--- config.mk ---
export PLATFORM = sky130hd
export DESIGN_NAME = fetch_unit
export DESIGN_NICKNAME = d
export VERILOG_FILES = /design/src/rtl/fetch_unit.sv
export SDC_FILE = /design/constraint.sdc
export NUM_CORES = 1
export LEC_CHECK = 0
export BUFFER_PORTS_ARGS = -buffer_cell sky130_fd_sc_hd__buf_2
export CORE_MARGIN = 2
export CORE_UTILIZATION = 45
export CTS_CLUSTER_DIAMETER = 100
export DETAILED_ROUTE_END_ITERATION = 10
export PLACE_DENSITY_LB_ADDON = 0.12
export SETUP_SLACK_MARGIN = 0.15
export SLEW_MARGIN = 0
export SYNTH_ARGS = -nofsm -noshare
export SYNTH_HDL_FRONTEND = slang
export SYNTH_SLANG_ARGS = --single-unit
--- constraint.sdc ---
create_clock -name clk -period 2.1 [get_ports clk]
set_input_delay 0.315 -clock clk [delete_from_list [all_inputs] [get_ports clk]]
set_output_delay 0.315 -clock clk [all_outputs]
set_load 0.01 [all_outputs]
--- src/rtl/fetch_unit.sv ---
// Instruction-fetch stage: owns the fetch PC, captures instr_mem data into a
// small {pc, instr} FIFO and hands entries to decode over valid/ready.
// Redirects from execute flush the FIFO; misaligned targets halt fetch.
//
// state | meaning
// BOOT  | first cycle after reset release, nothing fetched yet
// FETCH | fetching sequentially, pushing into the buffer when room
// HALT  | stopped on a misaligned redirect, waiting for an aligned one
module fetch_unit #(
  parameter int                    DATA_WIDTH = 32,
  parameter int                    ADDR_WIDTH = 32,
  parameter logic [ADDR_WIDTH-1:0] RESET_PC   = '0,
  parameter int                    FIFO_DEPTH = 2
) (
  input  logic                  clk,
  input  logic                  rst_n,
  output logic [ADDR_WIDTH-1:0] instr_addr,
  input  logic [DATA_WIDTH-1:0] instr,
  input  logic                  redirect_valid,
  input  logic [ADDR_WIDTH-1:0] redirect_pc,
  output logic                  out_valid,
  input  logic                  out_ready,
  output logic [DATA_WIDTH-1:0] out_instr,
  output logic [ADDR_WIDTH-1:0] out_pc,
  output logic                  misalign_err
);

  localparam int PTR_W = $clog2(FIFO_DEPTH);
  localparam int CNT_W = PTR_W + 1;

  typedef enum logic [1:0] {
    BOOT  = 2'd0,
    FETCH = 2'd1,
    HALT  = 2'd2
  } state_t;

  state_t                state, state_nxt;
  logic [ADDR_WIDTH-1:0] fetch_pc;
  logic [PTR_W-1:0]      wr_ptr, rd_ptr;
  logic [CNT_W-1:0]      count;
  logic [ADDR_WIDTH-1:0] buf_pc    [FIFO_DEPTH];
  logic [DATA_WIDTH-1:0] buf_instr [FIFO_DEPTH];
  logic                  pop, push, misaligned;

  assign misaligned = |redirect_pc[1:0];
  assign out_valid  = (count != '0);
  assign pop        = out_valid & out_ready;
  // A pop frees a slot in the same cycle, so a full buffer can still accept.
  assign push       = (state == FETCH) & ~redirect_valid &
                      ((count < CNT_W'(FIFO_DEPTH)) | pop);
  assign instr_addr = fetch_pc;
  assign out_pc     = buf_pc[rd_ptr];
  assign out_instr  = buf_instr[rd_ptr];

  // State register.
  always_ff @(posedge clk or negedge rst_n) begin
    if (!rst_n) state <= BOOT;
    else        state <= state_nxt;
  end

  // Next state: a redirect wins in every state; BOOT only lasts one edge.
  always_comb begin
    state_nxt = state;
    if (redirect_valid)     state_nxt = misaligned ? HALT : FETCH;
    else if (state == BOOT) state_nxt = FETCH;
  end

  // Fetch PC, buffer pointers, occupancy and the misalignment flag.
  always_ff @(posedge clk or negedge rst_n) begin
    if (!rst_n) begin
      fetch_pc     <= RESET_PC;
      wr_ptr       <= '0;
      rd_ptr       <= '0;
      count        <= '0;
      misalign_err <= 1'b0;
    end else if (redirect_valid) begin
      // Any same-cycle pop was already taken by decode; the rest is dropped.
      fetch_pc     <= {redirect_pc[ADDR_WIDTH-1:2], 2'b00};
      wr_ptr       <= '0;
      rd_ptr       <= '0;
      count        <= '0;
      misalign_err <= misaligned;
    end else begin
      if (push) begin
        fetch_pc <= fetch_pc + ADDR_WIDTH'(4);
        wr_ptr   <= wr_ptr + 1'b1;
      end
      if (pop) rd_ptr <= rd_ptr + 1'b1;
      count <= count + CNT_W'(push) - CNT_W'(pop);
    end
  end

  // Buffer storage, written at the tail on every push.
  always_ff @(posedge clk or negedge rst_n) begin
    if (!rst_n) begin
      for (int i = 0; i < FIFO_DEPTH; i++) begin
        buf_pc[i]    <= '0;
        buf_instr[i] <= '0;
      end
    end else if (push) begin
      buf_pc[wr_ptr]    <= fetch_pc;
      buf_instr[wr_ptr] <= instr;
    end
  end

endmodule
## Word level (Yosys, flattened, before mapping)

Cells that the tools add are included.

- Input bits: 68
- Memory bits (writable): 0
- ROM bits: 0
- Memories: 0
- Latch bits: 0
- Register bits: 167
- Output and inout bits: 98

- Div/mod/pow operators: 0
- $mul: 0
- $add $sub $neg: 5
- Bitwise logic cells: 7
- Multiplexer cells: 20
- Shift-type cells: 0
- Magnitude comparators: 4
- Equal/unequal tests: 1
- Reductions and logical operators: 7

Operator list:

| operator | number |
|---|---|
| 32-bit two-way mux | 9 |
| 64-bit bitwise mux | 2 |
| 32-bit by 3-bit adder with 32-bit output, second input constant | 1 |
| 32-bit demux with 1-bit select | 1 |
| 2-bit two-way mux | 4 |
| 2-bit nonzero test | 4 |
| 2-bit greater-or-equal comparator, second input constant | 2 |
| 1-bit two-way mux | 4 |
| 1-bit inverter with 2-bit output | 2 |
| 1-bit bitwise AND | 3 |
| 1-bit adder, second input constant | 2 |
| 2-bit by 1-bit adder with 2-bit output | 1 |
| 2-bit by 1-bit equality test with 1-bit output, second input constant | 1 |
| 2-bit logical NOT | 1 |
| 2-bit by 1-bit < comparator with 1-bit output, second input constant | 1 |
| 2-bit < comparator, second input constant | 1 |
| 2-bit OR reduction | 1 |
| 2-bit by 1-bit subtractor with 2-bit output | 1 |
| 1-bit logical AND | 1 |
| 1-bit inverter | 1 |
| 1-bit bitwise OR | 1 |

## Longest topological paths before layout

Gate-level depths: netlist of run 1.

- Word-level depth: 7
- Depth in mapped cells: 7

## Worst setup path before layout of run 1

No wires, ideal clock.

- Path type: register to register
- From: reg fetch_pc[2] (netlist: instr_addr[2])
- To: reg fetch_pc[26] (netlist: instr_addr[26])
- Path buffers: 0
- Arrival: 1875 ps
- Setup slack: 101 ps
- Cell stages (with the launch flop): 7
- Clock period less this slack: 1999 ps
- Library setup time: 124 ps
- Cells stage by stage: dfrtp_1 -> ha_1 -> nand2_1 -> or2_1 -> or3_1 -> o31a_1 -> o31a_1

- Word-level cells in the longest chain between the ends: 3

Ends and longest elaborated chain:

| item | RTL line | text |
|---|---|---|
| start, declared | 38 | `logic [ADDR_WIDTH-1:0] fetch_pc;` |
| start signal, assigned | 78 | `fetch_pc <= {redirect_pc[ADDR_WIDTH-1:2], 2'b00};` |
| start signal, assigned | 85 | `fetch_pc <= fetch_pc + ADDR_WIDTH'(4);` |
| 32-bit by 3-bit adder with 32-bit output | 85 |  |
| 32-bit two-way mux | 84 | `if (push) begin` |
| 32-bit two-way mux | 76 | `end else if (redirect_valid) begin` |

Every way passes these cells. The select of a mux whose other input is x is not followed.
A chain may end at the register's enable or synchronous reset.

## Final worst setup path of run 1

- From: reg fetch_pc[10] (netlist: instr_addr[10])
- To: reg fetch_pc[26] (netlist: instr_addr[26])

The elaborated chain is that of the path after synthesis.

==> impl_metrics.toml, run 1 <==
[hold_path]
min_path_type = "in -> reg"
min-delay-start = "redirect_pc[11]"

[clocking]
htreeDepth = 4
cts_buffers = 17
cts_buffer_depth = 2
root_buffer = "clkbuf_16"
cts.sinks = 161
clock_latency_ps = 420
clkTransAtPathRegs_ps = 60
cts_tree = "yes"

[setup_path]
required_ps = 2410
cp-end-kind = "register"
cp_data_arrival_time_ps = 2230
path_class = "reg -> reg"
cp_max_fo = 9
r2r-start = "instr_addr[10]"
crit_start = "instr_addr[10]"
start_kind = "register"

[power]
p_sw_mw = 3.373
power_density_nw_per_um2 = 1219
clock_power_share = 0.289
leakagePower_nw = 4.392
ir_drop_uv = 658.6
power_switching_share = 0.2939
p_int_mw = 8.102
p_comb_frac = 0.321
pwr-share-seq = 0.390

[detailed_routing]
wl_um = 17060
vias = 5106
drt_iter0_drc = 182
post-route-drc-count = 0
viasPerCell = 5.184
drtPass1Iterations = 4
ant_nets = 0
wl_per_cell_um = 17.32

[final_layout]
drive_above_1_share = 0.5458
fillCellCount = 1418
nets = 822
area_growth_pct = 25.22
stdcell_area_um2 = 9413

[sta]
fin_worst_skew_ps = 6.345
tightestPinTransition_ps = 640.6
period_share = 0.9154
slew_viol_final = 0
hold_viol_final = 0
finalSetupTns_ps = 0
setup_violations = 0
max_freq_mhz = 520.2
fin_ws_ps = 177.7
period_needed_ps = 1922
rsz0062_at_grt = "true"
relSlewSlack = 0.5729

[placed_design]
port_buffers = 161
dp_hpwl_um = 11730
gp_congestion = 0.7645
place_area_um2 = 8696
pre_cts_ws_ps = 119.0

[yosys]
netlist-cell-type-count = 45
async_reset_ff_frac = 1.000
ys_seq_elements = 161
avgSynthCellArea_um2 = 12.89
synth_top_area_cell = "dfrtp_1"
yosysWarnings = 0
netlist_instances = 583
synth_common_cells = "178 x mux2_2, 161 x dfrtp_1, 42 x nand2_1, 27 x xnor2_1, 25 x o21ai_0"
synth_area_um2 = 7517
synth_area_leaders = "dfrtp_1 54%, mux2_2 27%, xnor2_1 3.1%"
yosysMostFrequentCell = "mux2_2"
ys.flop_type = "dfrtp_1"
ys_seq_area_frac = 0.5360
synth_edf_count = 0
synth_top_area_frac = 0.5360

[floorplanning]
start_util = 0.4565
num_rows = 47
design.portCount = 166
core_um2 = 16470
dieArea_um2 = 17750
die_x_um = 133.2
fp.dieH_um = 133.2

[grt]
antenna_found_initial = 1
overflow = 0
grt_pass1_wl_um = 27860
grt_pass1_vias = 5424
grt_usage = 0.1981
grt_max_degree = 71

[flow_run]
drv_cap = 0

[outcome]
status = "finished, final reports clean"
-- layout make-up --
class                      instances  area [um^2]  share of cell area
timing repair buffer             185         1107              0.1176
sequential                       161         4034              0.4286
clock inverter                    12        181.4             0.01927
tap                              220        275.3             0.02924
antenna                            1        2.502           0.0002659
inverter                           6        22.52            0.002393
multi-input combinational        380         3333              0.3541
clock buffer                      20        456.7             0.04852
-- logic make-up (layout without fill, tap and decap cells) --
family | count (synthesis) | count (layout) | synth area share
simple gates | 118 | 118 | 0.08872
xor+xnor | 30 | 30 | 0.03495
flops | 161 | 161 | 0.5360
compound gates | 39 | 39 | 0.02830
buf+inv | 45 | 223 | 0.02846
other cells | 1 | 5 | 0.0004989
fa+ha+maj | 3 | 3 | 0.004994
mux | 186 | 186 | 0.2781
-- worst max-delay path: stages, from the launching register on --
cell and delay (ps):
dfrtp_1 510, nand3_2 280, or3_4 460, o31a_1 300, o31a_1 270
-- power groups by stage --
stage	sequential (mW)	combinational (mW)	clock, mW
3_5_place_dp	4.54	3.72	0
2_1_floorplan	4.40	2.39	0
3_3_place_gp	4.45	3.64	0
5_1_grt	4.60	4.01	3.51
4_1_cts	4.48	3.75	3.39
6_report	4.47	3.69	3.31
-- final timing paths --
kind / endpoint / slack (ps) / cells past startpoint
setup / recovery: instr_addr[26] / 180 / 4
hold / removal: instr_addr[11] / 100 / 3
setup reg to reg: instr_addr[26] / 180 / 4
hold reg to reg: buf_pc[4] / 480 / 2
max in group asynchronous: buf_instr[58] / 970 / 3
min in group asynchronous: buf_pc[37] / 420 / 2
-- stage by stage --
stage	utilization	hold WS [ps]	std cells	power (mW)
2_1_floorplan	-	19.41	586	6.786
3_3_place_gp	0.5281	310.7	948	8.091
3_5_place_dp	0.5281	314.3	948	8.254
4_1_cts	0.5684	95.30	983	11.62
5_1_grt	0.5717	112.5	985	12.11
6_report	0.5717	104.0	985	11.47
-- placed cells by master (no fill, tap or decap), types with 4 or more instances in the layout --
| master | instances |
|---|---|
| o21ai_0 | 25 |
| mux2_1 | 5 |
| nand3_1 | 7 |
| nand4_1 | 7 |
| nor4_1 | 7 |
| buf_12 | 9 |
| nor2_1 | 14 |
| nor3_1 | 4 |
| dfrtp_2 | 4 |
| buf_2 | 160 |
| xnor2_1 | 27 |
| o21ai_1 | 6 |
| nor4_2 | 7 |
| conb_1 | 4 |
| clkbuf_16 | 17 |
| and4_1 | 4 |
| nand2_1 | 42 |
| bufinv_16 | 4 |
| buf_4 | 14 |
| inv_1 | 5 |
| dfrtp_1 | 157 |
| nand2b_1 | 4 |
| mux2_2 | 178 |
| clkinv_4 | 4 |
-- state kept, by name, summed over array words and instances, names as in the netlist --
register / count
rd_ptr: 1
buf_pc: 60
count: 2
buf_instr: 64
state: 2
instr_addr: 30
wr_ptr: 1
misalign_err: 1
-- per-layer routing --
metal,share of wire,track usage,routed length [um]
met3,0.045,0.04985,765
met1,0.43,0.2479,7387
met2,0.50,0.3356,8571
met5,0,0,0
met4,0.020,0.06915,335
-- timing repair --
item	4_1_cts	5_1_grt
pin swaps	0	1
gates resized for setup	0	9
endpoints found under the hold margin	52	0
setup endpoints to repair	1	27
buffers inserted	2	1
hold buffers	1	0
Note: power is estimated with default switching activity, not from simulation.
==> run 2, diff against run 1 <==
--- a/config.mk
+++ b/config.mk
@@ -6,6 +6,7 @@
 export NUM_CORES = 1
 export LEC_CHECK = 0
 export BUFFER_PORTS_ARGS = -buffer_cell sky130_fd_sc_hd__buf_2
+export CORE_ASPECT_RATIO = 0.75
 export CORE_MARGIN = 2
 export CORE_UTILIZATION = 45
 export CTS_CLUSTER_DIAMETER = 100
==> run 2 against run 1 <==
  * Combinational power rose by 2%
  * Maximum frequency shrank 1.1%
  * Worst hold slack about the same
  * Register-to-register slack worse by 20 ps
  * Final cell count shrank 0.91%
  * First-iteration DRC count is 26% higher
  * Sequential power is essentially flat
  * Clock skew increased by 2.6 ps
  * Setup slack worse by 22 ps
  * Die area hardly changed
==> impl_metrics.toml, run 2 (synthesis results as in run 1) <==
[sta]
tightestPinTransition_ps = 677.4
period_needed_ps = 1945
max_freq_mhz = 514.2
hold_viol_final = 0
holdWs_ps = 103.7
period_share = 0.9260
fin_worst_skew_ps = 8.939
relSlewSlack = 0.5471
finalSetupTns_ps = 0
slew_viol_final = 0
setup_violations = 0
rsz0062_at_grt = "true"

[setup_path]
crit_start = "rd_ptr"
start_kind = "register"
cp_max_fo = 22
cp-end-kind = "output pin"
cp_data_arrival_time_ps = 1630
r2r-start = "state[1]"
required_ps = 1780
path_class = "reg -> out"

[grt]
use_met2 = 0.3140
overflow = 0
grt_pass1_vias = 5190
gr-max-usage-layer = "met2"
antenna_found_initial = 0
use_met3 = 0.05161
grt_max_degree = 71
grt_usage = 0.1982
grtUsageMet1 = 0.2746
grt_pass1_wl_um = 27440

[placed_design]
place_area_um2 = 8683
numPlacedInstances = 941
dp_hpwl_um = 12020
gp_congestion = 0.7800
port_buffers = 161

[clocking]
cts_tree = "yes"
cts.sinks = 161
root_buffer = "clkbuf_16"
clkTransAtPathRegs_ps = 60
cts_buffers = 17
cts_buffer_depth = 2
clock_latency_ps = 420
htreeDepth = 4

[final_layout]
stdcell_count = 976
nets = 825
largest_reg_flops = 64
largest_register = "buf_instr"
area_growth_pct = 24.25
final_cell_mix = "178 x mux2_2, 160 x buf_2, 157 x dfrtp_1, 41 x nand2_1, 27 x xnor2_1"
stdcell_area_um2 = 9340
drive_above_1_share = 0.5438
final_common_cell = "mux2_2"

[flow_run]
drv_cap = 0

[power]
power_mw = 11.16
p_int_mw = 7.838
clock_power_share = 0.259
leakagePower_nw = 4.358
pwr-share-seq = 0.402
p_comb_frac = 0.338
power_density_nw_per_um2 = 1195
power_switching_share = 0.2976
ir_drop_uv = 555.0
p_sw_mw = 3.321

[detailed_routing]
viasPerCell = 5.235
ant_nets = 0
post-route-drc-count = 0
wl_um = 17590
drt_iter0_drc = 229
wl_per_cell_um = 18.03
drtPass1Iterations = 4
vias = 5109

[floorplanning]
fp.dieH_um = 115.9
num_rows = 40
design.portCount = 166
dieArea_um2 = 17770
start_util = 0.4650
core_um2 = 16170
die_x_um = 153.2

[hold_path]
min-delay-start = "redirect_pc[10]"
min_path_type = "in -> reg"

[outcome]
status = "finished, final reports clean"
==> run 2: cell count changes in the layout (fill, tap and decap cells not counted), sizes merged <==
cell,previous run,this run
clkinvlp,1,0
inv,7,6
bufinv,4,1
clkinv,6,4
clkbuf,20,26
buf,184,186
==> run 2: final timing paths <==
| kind | end | slack (ps) | depth (start not counted) |
|---|---|---|---|
| max in group asynchronous | buf_instr[10] | 940 | 3 |
| min in group asynchronous | buf_pc[50] | 460 | 2 |
| setup reg to reg | instr_addr[26] | 160 | 5 |
| hold / removal | instr_addr[10] | 100 | 3 |
| setup / recovery | out_instr[10] | 160 | 3 |
| hold reg to reg | buf_pc[16] | 480 | 2 |
==> run 2: worst max-delay path, cell delays in order, from the launching register on <==
cell,delay (ps)
dfrtp_4,470
clkbuf_16,240
mux2_2,360
buf_2,140
==> run 2: area by class of cell <==
type / count / area (um^2)
Clock buffer: 25 / 495.5
Fill cell: 1372 / 6825
Tap cell: 210 / 262.8
Timing Repair Buffer: 188 / 1142
Antenna cell: 1 / 2.502
Sequential cell: 161 / 4036
Clock inverter: 5 / 53.80
Inverter: 6 / 22.52
Multi-Input combinational cell: 380 / 3324
==> run 2: routing by layer <==
metal	vias to the layer above	wire [um]	share of wire
met3	16	917	0.052
met4	0	167	0.0095
met1	2563	8298	0.47
met2	131	8210	0.47
li1	2399	-	-
met5	-	0	0
==> run 2: power groups by stage <==
stage	combinational, mW	clock, mW	sequential (mW)
after floorplan	2.39	0	4.40
after global placement	3.65	0	4.44
after detailed placement	3.71	0	4.53
after CTS	3.76	2.96	4.48
after global routing	4.09	3.11	4.61
final	3.78	2.90	4.49
==> run 2: repair_timing <==
item	CTS	global route
hold endpoints to repair	57	0
endpoints found under the setup margin	63	86
hold buffers	1	0
cloned	0	1
pin swaps	0	1
gates resized for setup	3	10
setup buffers	0	2
==> run 2: stage by stage <==
step	utilization	setup WS (ps)
3_5_place_dp	0.5372	151.2
3_3_place_gp	0.5372	207.5
6_report	0.5778	155.4
4_1_cts	0.5728	108.7
5_1_grt	0.5776	107.4
2_1_floorplan	-	165.4
==> run 3, diff against run 2 <==
--- a/config.mk
+++ b/config.mk
@@ -7,7 +7,7 @@
 export LEC_CHECK = 0
 export BUFFER_PORTS_ARGS = -buffer_cell sky130_fd_sc_hd__buf_2
 export CORE_ASPECT_RATIO = 0.75
-export CORE_MARGIN = 2
+export CORE_MARGIN = 5
 export CORE_UTILIZATION = 45
 export CTS_CLUSTER_DIAMETER = 100
 export DETAILED_ROUTE_END_ITERATION = 10
==> constraint.sdc (replaced) <==
create_clock -name clk -period 2.08 [get_ports clk]
set_input_delay 0 -clock clk [delete_from_list [all_inputs] [get_ports clk]]
set_output_delay 0 -clock clk [all_outputs]
set_load 0.01 [all_outputs]
==> run 3 against run 2 <==
  * First-iteration DRC count rose by 3.5%
  * Clock skew fell by 3.3 ps
  * Setup slack got worse by 25 ps
  * Worst hold slack got worse by 49 ps
  * Critical path depth rose by 3
  * Register-to-register slack got worse by 20 ps
  * Wire length rose by 9.4%
  * Via count rose by 6.0%
  * Utilization rose by 4.7 points
  * Global-route usage fell by 0.41 points
  * Largest power group unchanged
  * Non-clock buffer count rose by 75
  * Largest cell class unchanged
==> impl_metrics.toml, run 3 (synthesis results as in run 1) <==
[placed_design]
port_buffers = 161
numPlacedInstances = 943
gp_congestion = 0.7952
dp_hpwl_um = 12370
pre_cts_ws_ps = 98.92

[final_layout]
nets = 900
stdcell_count = 1052
final_cell_mix = "178 x mux2_2, 160 x buf_2, 157 x dfrtp_1, 66 x dlygate4sd3_1, 41 x nand2_1"
largest_register = "buf_instr"
final_common_cell = "mux2_2"
largest_reg_flops = 64
area_growth_pct = 34.80
fillCellCount = 1297
drive_above_1_share = 0.5125

[power]
clock_power_share = 0.268
pwr-share-seq = 0.396
power_switching_share = 0.2995
leakagePower_nw = 4.693
power_density_nw_per_um2 = 1139
p_comb_frac = 0.336
ir_drop_uv = 582.5
p_int_mw = 8.084
p_sw_mw = 3.456

[setup_path]
path_class = "reg -> reg"
cp_data_arrival_time_ps = 2250
cp-end-kind = "register"
r2r-start = "state[1]"
cp_max_fo = 10
start_kind = "register"
reg2reg_slack_ps = 130
crit_start = "state[1]"
required_ps = 2380

[sta]
slew_viol_final = 0
fin_worst_skew_ps = 5.662
setup_violations = 0
period_needed_ps = 1949
finalSetupTns_ps = 0
hold_viol_final = 0
max_freq_mhz = 513.0
relSlewSlack = 0.5518
tightestPinTransition_ps = 672.3
fin_ws_ps = 130.8
period_share = 0.9371
rsz0062_at_grt = "true"

[clocking]
clkTransAtPathRegs_ps = 60
cts_buffers = 17
cts_buffer_depth = 2
clock_latency_ps = 410
cts.sinks = 161
cts_tree = "yes"
htreeDepth = 4
root_buffer = "clkbuf_16"

[hold_path]
min-delay-start = "out_ready"
min_path_type = "in -> reg"

[grt]
grt_pass1_vias = 5747
grt_pass1_wl_um = 30420
overflow = 0
grt_usage = 0.1941
grt_max_degree = 71
antenna_found_initial = 1

[detailed_routing]
wl_um = 19250
ant_nets = 0
post-route-drc-count = 0
viasPerCell = 5.150
drtPass1Iterations = 4
vias = 5418
wl_per_cell_um = 18.30
drt_iter0_drc = 237

[floorplanning]
die_x_um = 159.2
num_rows = 40
design.portCount = 166
fp.dieH_um = 121.9
dieArea_um2 = 19420
core_um2 = 16220
start_util = 0.4636

[flow_run]
drv_cap = 0

[outcome]
status = "finished, final reports clean"
run 3: per-layer routing:
metal | up-vias | track usage | part of all wire
li1 | 2546 | - | -
met1 | 2714 | 0.2703 | 0.46
met2 | 141 | 0.3080 | 0.48
met3 | 17 | 0.05377 | 0.048
met4 | 0 | 0.03996 | 0.015
met5 | - | 0 | 0
run 3: timing repair:
item	in CTS	in global routing
pin swaps	0	3
resized for setup	1	10
hold endpoints to repair	163	0
hold buffers	66	0
gates cloned	0	4
endpoints found under the setup margin	74	112
setup buffers	4	3
run 3: worst max-delay path: stages, from the launching register on:
cell and delay [ps]:
dfrtp_1 400, nand2b_4 170, or3_4 390, nor2_4 170, buf_12 160, clkbuf_16 180
mux2_2 340
run 3: power by group through the flow:
stage	Combinational [mW]	Sequential, mW	Clock [mW]
2_1_floorplan	2.42	4.44	0
3_3_place_gp	3.63	4.59	0
3_5_place_dp	3.70	4.66	0
5_1_grt	4.23	4.69	3.29
6_report	3.88	4.57	3.09
4_1_cts	3.91	4.57	3.15
run 3: worst paths after layout:
path	end	cells after the start
worst min register to register	buf_pc[16]	2
worst max-delay path	buf_instr[44]	6
worst min-delay path	rd_ptr	4
max in group asynchronous	buf_instr[21]	3
min in group asynchronous	buf_pc[27]	2
worst max register to register	buf_instr[44]	6
run 3: area by class of cell:
| class | count | area (um^2) | area share |
|---|---|---|---|
| Clock buffer | 19 | 432.9 | 0.04272 |
| Inverter | 6 | 22.52 | 0.002222 |
| Tap cell | 210 | 262.8 | 0.02593 |
| Clock inverter | 12 | 142.6 | 0.01408 |
| Sequential cell | 161 | 4036 | 0.3983 |
| Multi-Input combinational cell | 380 | 3339 | 0.3295 |
| Timing Repair Buffer | 263 | 1894 | 0.1869 |
| Antenna cell | 1 | 2.502 | 0.0002469 |
run 3: metrics by stage:
step	power (mW)	util	hold slack [ps]	instance area, um^2
detailed placement	8.358	0.5364	51.81	8698
finish	11.54	0.6249	55.10	10130
floorplan	6.856	-	-295.6	7543
global route	12.21	0.6249	82.23	10130
CTS	11.63	0.6149	7.206	9971
global placement	8.217	0.5364	48.59	8698
